`src/rtl/key_event.sv`:
```
// ---------------------------------------------------------------------------
// key_event
// Key-gesture decoder fed by the 100 Hz key debouncer. Converts one debounced
// key level into single-cycle events for the front-panel controller: press,
// release, short click, long press and auto-repeat while held. A saturating
// repeat count lets the controller accelerate its step size.
//
// Parameters
//   ACTIVE_LOW  1: key_in==0 means pressed; 0: key_in==1 means pressed
//   TICK_DIV    clk cycles per 1 ms tick
//   LONG_MS     ticks of hold before long_pulse (1..65535)
//   REPEAT_MS   ticks between repeat_pulse events after long_pulse (1..65535)
//
// Ports
//   clk            in   system clock
//   rst            in   asynchronous reset, active-high
//   key_in         in   debounced key level (slow domain, synchronised here)
//   held           out  key currently pressed (after synchroniser)
//   press_pulse    out  1-cycle pulse on press edge
//   release_pulse  out  1-cycle pulse on release edge
//   click_pulse    out  1-cycle pulse on release before the long threshold
//   long_pulse     out  1-cycle pulse when the hold reaches LONG_MS
//   repeat_pulse   out  1-cycle pulse every REPEAT_MS after long_pulse
//   repeat_cnt     out  repeats in the current hold, saturates at 255
// ---------------------------------------------------------------------------
module key_event #(
  parameter bit          ACTIVE_LOW = 1'b1,
  parameter int unsigned TICK_DIV   = 50000,
  parameter int unsigned LONG_MS    = 800,
  parameter int unsigned REPEAT_MS  = 150
) (
  input  logic       clk,
  input  logic       rst,
  input  logic       key_in,
  output logic       held,
  output logic       press_pulse,
  output logic       release_pulse,
  output logic       click_pulse,
  output logic       long_pulse,
  output logic       repeat_pulse,
  output logic [7:0] repeat_cnt
);

  localparam int unsigned PW = (TICK_DIV > 1) ? $clog2(TICK_DIV) : 1;
  localparam logic [PW-1:0] PRESC_MAX   = PW'(TICK_DIV - 1);
  localparam logic [15:0]   LONG_LAST   = 16'(LONG_MS - 1);
  localparam logic [15:0]   REPEAT_LAST = 16'(REPEAT_MS - 1);

  typedef enum logic [1:0] {
    S_IDLE   = 2'd0,
    S_PRESS  = 2'd1,
    S_REPEAT = 2'd2
  } state_e;

  // Input path, all in "pressed = 1" polarity
  logic          pressed_s;
  logic          sync1_q;
  logic          sync2_q;
  logic          kprev_q;
  logic          rise_s;
  logic          fall_s;

  // 1 ms time base
  logic [PW-1:0] presc_q;
  logic [PW-1:0] presc_d;
  logic          tick_s;

  // Gesture FSM and registered outputs
  state_e        state_q;
  logic [15:0]   ms_cnt_q;
  logic [7:0]    repeat_cnt_q;
  logic          held_q;
  logic          press_q;
  logic          release_q;
  logic          click_q;
  logic          long_q;
  logic          repeat_q;

  assign pressed_s = key_in ^ ACTIVE_LOW;
  assign rise_s    = sync2_q & ~kprev_q;
  assign fall_s    = ~sync2_q & kprev_q;
  assign tick_s    = (presc_q == PRESC_MAX);

  // Prescaler next value: restarts on a press so the hold is timed from the press itself
  always_comb begin
    presc_d = presc_q;
    if (rise_s) begin
      presc_d = '0;
    end else if (tick_s) begin
      presc_d = '0;
    end else begin
      presc_d = presc_q + PW'(1);
    end
  end

  // Two-stage synchroniser, edge-detect history and prescaler register
  always_ff @(posedge clk or posedge rst) begin
    if (rst) begin
      // Released level, so a key held through reset produces a press afterwards
      sync1_q <= 1'b0;
      sync2_q <= 1'b0;
      kprev_q <= 1'b0;
      presc_q <= '0;
    end else begin
      sync1_q <= pressed_s;
      sync2_q <= sync1_q;
      kprev_q <= sync2_q;
      presc_q <= presc_d;
    end
  end

  // Gesture FSM with registered level, pulse and count outputs
  always_ff @(posedge clk or posedge rst) begin
    if (rst) begin
      state_q      <= S_IDLE;
      ms_cnt_q     <= 16'd0;
      repeat_cnt_q <= 8'd0;
      held_q       <= 1'b0;
      press_q      <= 1'b0;
      release_q    <= 1'b0;
      click_q      <= 1'b0;
      long_q       <= 1'b0;
      repeat_q     <= 1'b0;
    end else begin
      held_q    <= sync2_q;
      press_q   <= 1'b0;
      release_q <= 1'b0;
      click_q   <= 1'b0;
      long_q    <= 1'b0;
      repeat_q  <= 1'b0;
      case (state_q)
        S_IDLE: begin
          // repeat_cnt keeps the last hold's value until the next press
          if (rise_s) begin
            press_q      <= 1'b1;
            ms_cnt_q     <= 16'd0;
            repeat_cnt_q <= 8'd0;
            state_q      <= S_PRESS;
          end else begin
            state_q <= S_IDLE;
          end
        end
        S_PRESS: begin
          // A release on the threshold tick still counts as a click
          if (fall_s) begin
            release_q <= 1'b1;
            click_q   <= 1'b1;
            state_q   <= S_IDLE;
          end else if (tick_s && (ms_cnt_q == LONG_LAST)) begin
            long_q   <= 1'b1;
            ms_cnt_q <= 16'd0;
            state_q  <= S_REPEAT;
          end else if (tick_s) begin
            ms_cnt_q <= ms_cnt_q + 16'd1;
          end else begin
            ms_cnt_q <= ms_cnt_q;
          end
        end
        S_REPEAT: begin
          if (fall_s) begin
            release_q <= 1'b1;
            state_q   <= S_IDLE;
          end else if (tick_s && (ms_cnt_q == REPEAT_LAST)) begin
            repeat_q <= 1'b1;
            ms_cnt_q <= 16'd0;
            if (repeat_cnt_q != 8'hFF) begin
              repeat_cnt_q <= repeat_cnt_q + 8'd1;
            end else begin
              repeat_cnt_q <= repeat_cnt_q;
            end
          end else if (tick_s) begin
            ms_cnt_q <= ms_cnt_q + 16'd1;
          end else begin
            ms_cnt_q <= ms_cnt_q;
          end
        end
        default: begin
          state_q  <= S_IDLE;
          ms_cnt_q <= 16'd0;
        end
      endcase
    end
  end

  assign held          = held_q;
  assign press_pulse   = press_q;
  assign release_pulse = release_q;
  assign click_pulse   = click_q;
  assign long_pulse    = long_q;
  assign repeat_pulse  = repeat_q;
  assign repeat_cnt    = repeat_cnt_q;

endmodule

```
`config.mk`:
```
export PLATFORM = sky130hd
export DESIGN_NAME = key_event
export DESIGN_NICKNAME = d
export VERILOG_FILES = /design/src/rtl/key_event.sv
export SDC_FILE = /design/constraint.sdc
export NUM_CORES = 1
export LEC_CHECK = 0
export BUFFER_PORTS_ARGS = -buffer_cell sky130_fd_sc_hd__buf_4
export CAP_MARGIN = 15
export CORE_UTILIZATION = 65
export DETAILED_ROUTE_END_ITERATION = 10
export GPL_TIMING_DRIVEN = 0
export PLACE_DENSITY = 0.84
export SLEW_MARGIN = 0
export SYNTH_ARGS = -nofsm -noshare
export SYNTH_HDL_FRONTEND = slang
export SYNTH_SLANG_ARGS = --single-unit
```
`constraint.sdc`:
```
create_clock -name clk -period 5.42 [get_ports clk]
set_clock_uncertainty 0.1 [all_clocks]
set_input_delay 1.084 -clock clk [delete_from_list [all_inputs] [get_ports clk]]
set_output_delay 1.084 -clock clk [all_outputs]
set_load 0.05 [all_outputs]
```
==> run_results.csv, run 1 <==
group,metric,value,unit
drt,first_iter_violations,157,
clocking,htreeDepth,2,
logic_synthesis,post_synth_num_cell_types,62,
drt,route.vias.total,2447,
timing,maxSlewHeadroom,54.19,%
worst_setup_path,cp_top_family,"simple AND/OR/NAND/NOR gates",
worst_setup_path,endpoint,"ms_cnt_q[12]",
floorplan,start_util,67.59,%
logic_synthesis,syn-cell-area,0.002943,sq mm
grt,grt_use_total,28.36,%
placement,place_ws,2.632,ns
floorplan,coreArea,0.004354,sq mm
clocking,cts_buffer_depth,2,
floorplan,pin_count,17,
placement,dp_hpwl,4449,microns
grt,grt_start_max_net_pins,41,
logic_synthesis,syn-num-nets,319,
cells_and_area,area_growth,11.82,%
timing,finalHoldViolations,0,
power,clkPwrFrac,40.1,%
floorplan,placement_rows,24,
worst_setup_path,crit_path_start,"ms_cnt_q[1]",
timing,rsz0062_at_grt,"false",
drt,ant_nets,0,
worst_setup_path,start_kind,"flip-flop",
power,switchingPower,0.1863,mW
placement,finalWeightedCongestion,0.8391,
worst_setup_path,reg2reg_from,"ms_cnt_q[1]",
timing,setup_ws,2.600,ns
worst_hold_path,hold_path.class,"reg2reg",
worst_setup_path,critPathMaxFanout,5,
drt,drc_errors,0,
clocking,cts_setup_buffers,0,
grt,grt_pass1_vias,2410,
clocking,tritoncts,"built",
placement,port_buffers,16,
power,seqPwrFrac,50.7,%
logic_synthesis,postSynthCellCount,309,
worst_setup_path,reg2regPathDepth,7,
logic_synthesis,synth_area_per_cell,9.524,sq um
timing,setup_viol,0,
grt,grt_pass1_wl,10920,microns
worst_setup_path,cp-end-kind,"flip-flop",
worst_setup_path,path_cells,"inv_1, ha_1, or4b_2, nor4_1, a21oi_1, o2111ai_1, o211ai_1",
logic_synthesis,async_reset_ff_share,100.0,%
timing,drv_slew,0,
power,p_total,0.7935,mW
power,p_comb_share,9.2,%
drt,avgRoutedWirePerCell,16.01,microns
power,peakVddDrop,0.2612,mV
power,p_per_area,241.1,mW/mm^2
placement,placed_area,0.003148,sq mm
drt,via_per_inst,6.339,
timing,fin_crit,2.820,ns
worst_setup_path,cpPeakStageDelay,0.59,ns
clocking,holdBufCountCts,0,
timing,fin_tns_setup,0,ns
power,switching_share,23.48,%
clocking,clk_latency,0.31,ns
cells_and_area,final_area,0.003291,sq mm
logic_synthesis,yosys_warnings,0,
floorplan,fp.dieW,69.29,microns
status,status,"finished, final reports clean",
worst_setup_path,slowest_stage,"or4b_2",
timing,min_period_over_period,52.03,%
grt,antenna_found_initial,0,
worst_setup_path,path_class,"reg2reg",
cells_and_area,finalNetCount,343,
cells_and_area,diodes,0,
timing,tightestPinTransition,0.6872,ns
worst_setup_path,cp.arrival,2.90,ns
power,p_leak,1.441,nW
worst_setup_path,cp.depth,7,
logic_synthesis,synth-main-ff-cell,"dfrtp_1",
grt,overflow,0,
worst_setup_path,rr_endpoint,"ms_cnt_q[12]",
power,intPower,0.6072,mW
logic_synthesis,ys_ff_latch,50,
clocking,cts_resized,0,
clocking,clk_pin_slew,0.09,ns
clocking,clock_sinks,50,
logic_synthesis,synth_seq_area_share,42.52,%
cells_and_area,nFillCells,299,
worst_setup_path,cp.required,5.50,ns
floorplan,dieArea,0.004800,sq mm
worst_setup_path,path_buf_inv,1,
cells_and_area,drive_gt1_share,13.77,%
run,cap_violations,0,
worst_setup_path,r2r_setup_slack,2.60,ns
timing,fmax,0.3546,GHz
floorplan,dieHeight,69.29,microns
logic_synthesis,synth-edff-count,0,
clocking,cts-root-buf,"clkbuf_8",
drt,totalWireLength,6178,microns
clocking,cts_buffers,5,
drt,dr.pass1.iters,4,
## cells by family after synthesis
group / share of synthesized area [%]
xor+xnor: 3.571
fa+ha+maj: 3.316
simple gates: 29.76
compound gates: 17.22
buf+inv: 3.614
flops: 42.52
## per-stage QoR
step	cells	hold WS, ns	util, %
after floorplan	309	0.2312	-
after global placement	377	0.2312	71.84
after detailed placement	378	0.2358	72.30
after CTS	386	0.2562	75.57
after global routing	386	0.2581	75.57
final	386	0.2536	75.57
## Yosys cell counts (6+ instances only)
master | n | area (sq um)
nand2_1 | 30 | 112.6
a21oi_1 | 9 | 45.04
or3_1 | 8 | 50.05
and3_1 | 11 | 68.82
o21ai_0 | 10 | 50.05
ha_1 | 7 | 87.58
nand4_1 | 10 | 62.56
o211ai_1 | 14 | 105.1
nand3_1 | 9 | 45.04
inv_1 | 16 | 60.06
and2_1 | 11 | 68.82
nor2_1 | 26 | 97.59
xor2_1 | 6 | 52.55
xnor2_1 | 6 | 52.55
dfrtp_1 | 50 | 1251
## sequential cells by signal, indices dropped and copies added (netlist names), 2 cells and up
signal and cells:
presc_q 16, ms_cnt_q 16, repeat_cnt 8, state_q 2
## cells in the final DEF, fill, tap and decap left out, types with 7 or more instances in the layout
| master | n |
|---|---|
| and2_1 | 11 |
| a21oi_1 | 9 |
| dfrtp_1 | 50 |
| or3_1 | 8 |
| buf_4 | 16 |
| o211ai_1 | 14 |
| ha_1 | 7 |
| o21ai_0 | 10 |
| and3_1 | 11 |
| nand4_1 | 10 |
| inv_1 | 15 |
| nor2_1 | 26 |
| nand3_1 | 9 |
| nand2_1 | 30 |
## worst register-to-register path: stages, from the launching register on
cell,delay (ns)
dfrtp_1,0.43
inv_1,0.07
ha_1,0.17
or4b_2,0.59
nor4_1,0.49
a21oi_1,0.23
o2111ai_1,0.45
o211ai_1,0.17
## power groups by stage
stage          Clock, mW  Sequential (mW)  Combinational, mW
2_1_floorplan          0            0.410             0.0502
3_3_place_gp           0            0.408             0.0695
3_5_place_dp           0            0.410             0.0726
4_1_cts            0.324            0.402             0.0729
5_1_grt            0.337            0.404             0.0808
6_report           0.319            0.402             0.0729
## layer usage
metal | global-route usage (%) | vias to the layer above | wire length (microns)
li1 | - | 1199 | -
met1 | 37.87 | 1181 | 2845
met2 | 47.03 | 58 | 2957
met3 | 4.070 | 9 | 263
met4 | 10.43 | 0 | 112
met5 | 0 | - | 0
## area by class of cell
class / count / area, sq um / share of cell area [%]
multi-input combinational: 232 / 1585 / 48.17
clock buffer: 6 / 82.58 / 2.510
inverter: 17 / 63.81 / 1.939
buffer: 10 / 42.54 / 1.293
tap: 52 / 65.06 / 1.977
clock inverter: 2 / 60.06 / 1.825
sequential: 50 / 1251 / 38.02
timing repair buffer: 17 / 140.1 / 4.259
## how the worst min path moves through the flow
| stage | startpoint | endpoint | slack [ns] | depth (start not counted) |
|---|---|---|---|---|
| floorplan | sync1_q | sync2_q | 0.23 | 0 |
| global placement | sync1_q | sync2_q | 0.23 | 0 |
| detailed placement | sync1_q | sync2_q | 0.24 | 0 |
| CTS | sync1_q | sync2_q | 0.26 | 0 |
| global route | sync1_q | sync2_q | 0.26 | 0 |
| finish | sync1_q | sync2_q | 0.25 | 0 |
(Power assumes the default switching activity.)
==> run 2, diff against run 1 <==
ABC_AREA = 1   (was default)
CORE_UTILIZATION = 61   (was 65)
PLACE_DENSITY = 0.8   (was 0.84)
clock period = 2.68 ns   (was 5.42 ns; I/O delays follow)
==> run_results.csv, run 2 <==
group,metric,value,unit
status,status,"finished, final reports clean",
power,p_per_area,628.3,mW/mm^2
logic_synthesis,synth_seq_area_share,42.16,%
clocking,cts_resized,0,
drt,drc_errors,0,
worst_setup_path,path_buf_inv,4,
timing,setup_viol,0,
drt,ant_nets,0,
cells_and_area,area_growth,10.79,%
floorplan,dieArea,0.005148,sq mm
grt,overflow,0,
worst_hold_path,hold_path.class,"in2async",
grt,grt_pass1_wl,10380,microns
logic_synthesis,synth_compound_area_share,7.968,%
worst_setup_path,cp.depth,8,
worst_setup_path,rr_endpoint,"ms_cnt_q[13]",
placement,port_buffers,16,
clocking,clock_sinks,50,
cells_and_area,final_area,0.003288,sq mm
clocking,clk_latency,0.30,ns
logic_synthesis,synth-simple-area-share,36.00,%
clocking,holdBufCountCts,0,
cells_and_area,layout_common_cells,"107 x nand2_1, 57 x nor2_1, 50 x dfrtp_1",
logic_synthesis,post_synth_num_cell_types,31,
drt,dr.pass1.iters,5,
logic_synthesis,synth-main-ff-cell,"dfrtp_1",
power,p_total,2.066,mW
logic_synthesis,synth.most_common_cell,"nand2_1",
logic_synthesis,synth_top_area_share,42.16,%
cells_and_area,final_common_cell,"nand2_1",
logic_synthesis,syn-num-nets,416,
placement,placed_area,0.003176,sq mm
worst_setup_path,cp-end-kind,"flip-flop",
worst_setup_path,cp_top_family,"buffers and inverters",
drt,avgRoutedWirePerCell,12.48,microns
worst_setup_path,endpoint,"ms_cnt_q[13]",
timing,fmax,0.5044,GHz
worst_setup_path,reg2reg_from,"state_q[0]",
run,cap_violations,0,
worst_setup_path,path_cells,"inv_1, ha_1, buf_2, o21ai_2, inv_2, nor2_4, clkbuf_1, a21oi_1",
drt,first_iter_violations,171,
logic_synthesis,ys_top_cells_by_count,"107 x nand2_1, 57 x nor2_1, 50 x dfrtp_1",
floorplan,placement_rows,25,
logic_synthesis,synth_fa_ha_area_share,2.951,%
worst_setup_path,slowest_stage,"clkbuf_1",
floorplan,fp.dieW,71.75,microns
clocking,clk_pin_slew,0.09,ns
grt,antenna_found_initial,0,
logic_synthesis,async_reset_ff_share,100.0,%
timing,fin_tns_setup,0,ns
power,p_leak,1.570,nW
logic_synthesis,synth-edff-count,0,
worst_setup_path,path_class,"reg2reg",
logic_synthesis,yosys_warnings,0,
placement,dp_hpwl,4457,microns
grt,grt_use_total,25.59,%
logic_synthesis,synthMuxAreaShare,0,%
clocking,cts_buffer_depth,2,
timing,min_period_over_period,73.98,%
timing,rsz0062_at_grt,"false",
grt,grt_start_max_net_pins,38,
cells_and_area,finalNetCount,440,
worst_setup_path,r2r_setup_slack,0.70,ns
logic_synthesis,synth_xor_area_share,3.246,%
floorplan,pin_count,17,
power,peakVddDrop,0.4665,mV
clocking,cts_setup_buffers,0,
clocking,cts_buffers,5,
floorplan,start_util,63.25,%
timing,fin_crit,1.983,ns
worst_setup_path,start_kind,"flip-flop",
worst_setup_path,cp.required,2.74,ns
logic_synthesis,ys_top_cells_by_area,"dfrtp_1 42%, nand2_1 14%, nor2_1 7.2%, nand3_1 6.2%, inv_1 6.1%",
floorplan,coreArea,0.004692,sq mm
floorplan,dieHeight,71.75,microns
timing,tightestPinTransition,0.5380,ns
cells_and_area,diodes,0,
timing,finalHoldViolations,0,
logic_synthesis,postSynthCellCount,406,
timing,maxSlewHeadroom,64.13,%
drt,route.vias.total,2637,
worst_setup_path,reg2regPathDepth,8,
worst_setup_path,crit_path_start,"state_q[0]",
worst_setup_path,critPathMaxFanout,10,
grt,grt_pass1_vias,2337,
worst_setup_path,cp.arrival,2.04,ns
cells_and_area,drive_gt1_share,12.06,%
timing,drv_slew,0,
drt,via_per_inst,5.437,
drt,totalWireLength,6055,microns
worst_setup_path,cpPeakStageDelay,0.40,ns
logic_synthesis,syn-cell-area,0.002968,sq mm
clocking,tritoncts,"built",
clocking,cts-root-buf,"clkbuf_8",
logic_synthesis,synth_area_per_cell,7.310,sq um
logic_synthesis,synth_top_family_by_area,"simple AND/OR/NAND/NOR gates",
clocking,htreeDepth,2,
logic_synthesis,yosys.area.top_type,"dfrtp_1",
placement,finalWeightedCongestion,0.9103,
logic_synthesis,ys_ff_latch,50,
[run 2: changes by cell type after synthesis, sizes merged, moves of 8 or more]
cell,change
a21oi,+10
inv,+38
nor2,+39
nor3,+12
o211ai,-14
and2,-13
nand2,+81
and3,-12
nand3,+28
or3,-8
[run 2: per-layer routing]
| layer | share of wire (%) | track usage [%] |
|---|---|---|
| met1 | 48 | 35.92 |
| met2 | 47 | 41.51 |
| met3 | 3.4 | 3.797 |
| met4 | 1.2 | 7.407 |
| met5 | 0 | 0 |
[run 2: kinds of logic (layout without fill, tap and decap cells)]
| family | Yosys count | after routing |
|---|---|---|
| flip-flops | 50 | 50 |
| AO/OA/AOI/OAI | 39 | 39 |
| adder cells (fa/ha/maj) | 7 | 7 |
| AND/OR/NAND/NOR | 241 | 241 |
| XOR/XNOR | 11 | 11 |
| buffers and inverters | 58 | 83 |
[run 2: worst min-delay path by stage]
stage / to / cells after the start / slack [ns] / startpoint
after floorplan: sync2_q / 0 / 0.23 / sync1_q
after global placement: sync2_q / 0 / 0.24 / sync1_q
after detailed placement: sync2_q / 0 / 0.24 / sync1_q
after CTS: press_pulse / 2 / 0.08 / rst
after global routing: sync1_q / 2 / 0.1 / rst
final: press_pulse / 2 / 0.08 / rst
[run 2: through the flow]
| step | setup slack [ns] | util (%) | cells | hold WS [ns] |
|---|---|---|---|---|
| 2_1_floorplan | 0.7152 | - | 406 | 0.2312 |
| 3_3_place_gp | 0.2047 | 67.25 | 476 | 0.2390 |
| 3_5_place_dp | 0.6986 | 67.68 | 477 | 0.2358 |
| 4_1_cts | 0.6742 | 70.08 | 485 | 0.07940 |
| 5_1_grt | 0.4620 | 70.08 | 485 | 0.09845 |
| 6_report | 0.6974 | 70.08 | 485 | 0.07892 |
[run 2: power by group]
part	switching, mW	total, mW	leakage, nW	internal [mW]
combinational	0.492	0.687	0.828	0.195
clock	0.257	0.537	0.0585	0.280
sequential	0.0379	0.843	0.683	0.805
[run 2: area by class of cell]
cell class | count | area, sq um
plain buffers | 4 | 25.02
clock buffers | 5 | 68.82
clock inverters | 3 | 43.79
fillers | 384 | 1404
inverters | 54 | 202.7
multi-input cells | 298 | 1489
flip-flops and latches | 50 | 1251
well taps | 54 | 67.56
repair buffers | 17 | 140.1
[run 2: worst register-to-register path, stage by stage, from the launching register on]
cell and delay (ns):
dfrtp_1 0.36, inv_1 0.07, ha_1 0.19, buf_2 0.18
o21ai_2 0.17, inv_2 0.06, nor2_4 0.20, clkbuf_1 0.40
a21oi_1 0.12
==> run 3, diff against run 2 <==
CORE_UTILIZATION = 55   (was 61)
PLACE_DENSITY = 0.76   (was 0.8)
clock period = 1.78 ns   (was 2.68 ns; I/O delays follow)
==> run_results.csv, run 3 (synthesis gave the netlist of run 2 again) <==
group,metric,value,unit
timing,fmax,0.5381,GHz
cells_and_area,nFillCells,395,
cells_and_area,finalNetCount,465,
clocking,cts-root-buf,"clkbuf_8",
timing,tightestPinTransition,0.4361,ns
timing,fin_crit,1.859,ns
status,violations,"negative setup slack",
worst_setup_path,start_kind,"flip-flop",
timing,maxSlewHeadroom,70.66,%
cells_and_area,drive_gt1_share,27.19,%
placement,finalWeightedCongestion,0.8632,
worst_setup_path,path_class,"reg2reg",
cells_and_area,fin_util,73.37,%
grt,grt_pass1_vias,2492,
placement,dp_hpwl,4639,microns
timing,drv_slew,0,
timing,finalHoldViolations,0,
cells_and_area,diodes,0,
clocking,clk_latency,0.30,ns
grt,grt_pass1_wl,11200,microns
power,peakVddDrop,0.6333,mV
floorplan,dieArea,0.005694,sq mm
grt,antenna_found_initial,0,
grt,grt_start_max_net_pins,35,
drt,avgRoutedWirePerCell,14.66,microns
drt,first_iter_violations,298,
cells_and_area,area_growth,27.07,%
floorplan,pin_count,17,
floorplan,dieHeight,75.46,microns
grt,overflow,0,
clocking,htreeDepth,2,
clocking,tritoncts,"built",
drt,dr.pass1.iters,5,
floorplan,start_util,57.74,%
power,p_leak,1.721,nW
timing,hold_slack,0.08192,ns
clocking,clock_sinks,50,
status,status,"finished, violations left",
timing,setup_viol,22,
drt,drc_errors,0,
floorplan,placement_rows,26,
drt,via_per_inst,5.540,
timing,rsz0062_at_grt,"true",
timing,setup_ws,-0.07853,ns
placement,placedCellCount,493,
clocking,cts_buffers,5,
cells_and_area,instances_no_fill,526,
drt,totalWireLength,7711,microns
worst_setup_path,cp-end-kind,"flip-flop",
power,p_per_area,1017,mW/mm^2
timing,min_period_over_period,104.4,%
placement,port_buffers,16,
drt,ant_nets,0,
worst_hold_path,hold_path.class,"in2reg",
floorplan,fp.dieW,75.46,microns
floorplan,coreArea,0.005140,sq mm
clocking,clk_pin_slew,0.09,ns
grt,grt_use_total,25.61,%
drt,route.vias.total,2914,
clocking,cts_buffer_depth,2,
timing,fin_tns_setup,-0.9406,ns
cells_and_area,final_common_cell,"nand2_1",
cells_and_area,layout_common_cells,"100 x nand2_1, 48 x nor2_1, 44 x dfrtp_1",
run,cap_violations,0,
worst_setup_path,critPathMaxFanout,5,
worst_setup_path,cp.arrival,1.99,ns
worst_setup_path,cp.required,1.91,ns
[run 3: through the flow]
step	area, sq um	worst slack (ns)	power [mW]
after floorplan	2973	0.01484	2.075
after global placement	3181	-0.6907	2.299
after detailed placement	3201	-0.2129	2.318
after CTS	3515	0.003261	3.373
after global routing	3771	-0.1579	3.987
final	3771	-0.07853	3.836
[run 3: report_power, final]
group	internal (mW)	switching, mW
logic	0.754	1.11
registers	1.21	0.0730
clock network	0.315	0.375
[run 3: metal layers]
layer / part of all wire, % / track usage (%) / up-vias
li1: - / - / 1397
met1: 44 / 36.11 / 1375
met2: 48 / 41.47 / 123
met3: 5.4 / 3.968 / 19
met4: 2.3 / 6.379 / 0
met5: 0 / 0 / -
[run 3: worst max-delay path, stage by stage (launching register included)]
cell	delay, ns
dfrtp_1	0.45
inv_2	0.10
ha_4	0.19
o21ai_4	0.17
inv_2	0.11
nor2_4	0.21
buf_4	0.15
nand3_1	0.07
nand2_1	0.07
nand2_1	0.06
a21oi_1	0.11
[run 3: final cells by class]
| class | count | area [sq um] | share of cell area [%] |
|---|---|---|---|
| multi-input combinational | 299 | 1753 | 46.48 |
| sequential | 50 | 1259 | 33.38 |
| timing repair buffer | 42 | 345.3 | 9.157 |
| inverter | 54 | 205.2 | 5.441 |
| tap | 70 | 87.58 | 2.322 |
| clock buffer | 7 | 86.33 | 2.289 |
| buffer | 3 | 30.03 | 0.7963 |
| clock inverter | 1 | 5.005 | 0.1327 |
[run 3: final timing paths]
path                            start            end  slack [ns]  cells past startpoint
min in group asynchronous         rst  repeat_cnt[2]        0.50                      3
max in group asynchronous         rst    ms_cnt_q[0]        0.54                      4
setup / recovery           state_q[1]   ms_cnt_q[11]       -0.08                     10
hold / removal                 key_in        sync1_q        0.08                      2
setup reg to reg           state_q[1]   ms_cnt_q[11]       -0.08                     10
hold reg to reg               sync1_q        sync2_q        0.27                      0
[run 3: repair_timing]
action	in CTS	in global routing
buffers inserted	16	6
endpoints found under the setup margin	25	30
pin swaps	9	14
hold buffers	1	0
gates cloned	3	0
hold endpoints to repair	16	0
resized for setup	23	57
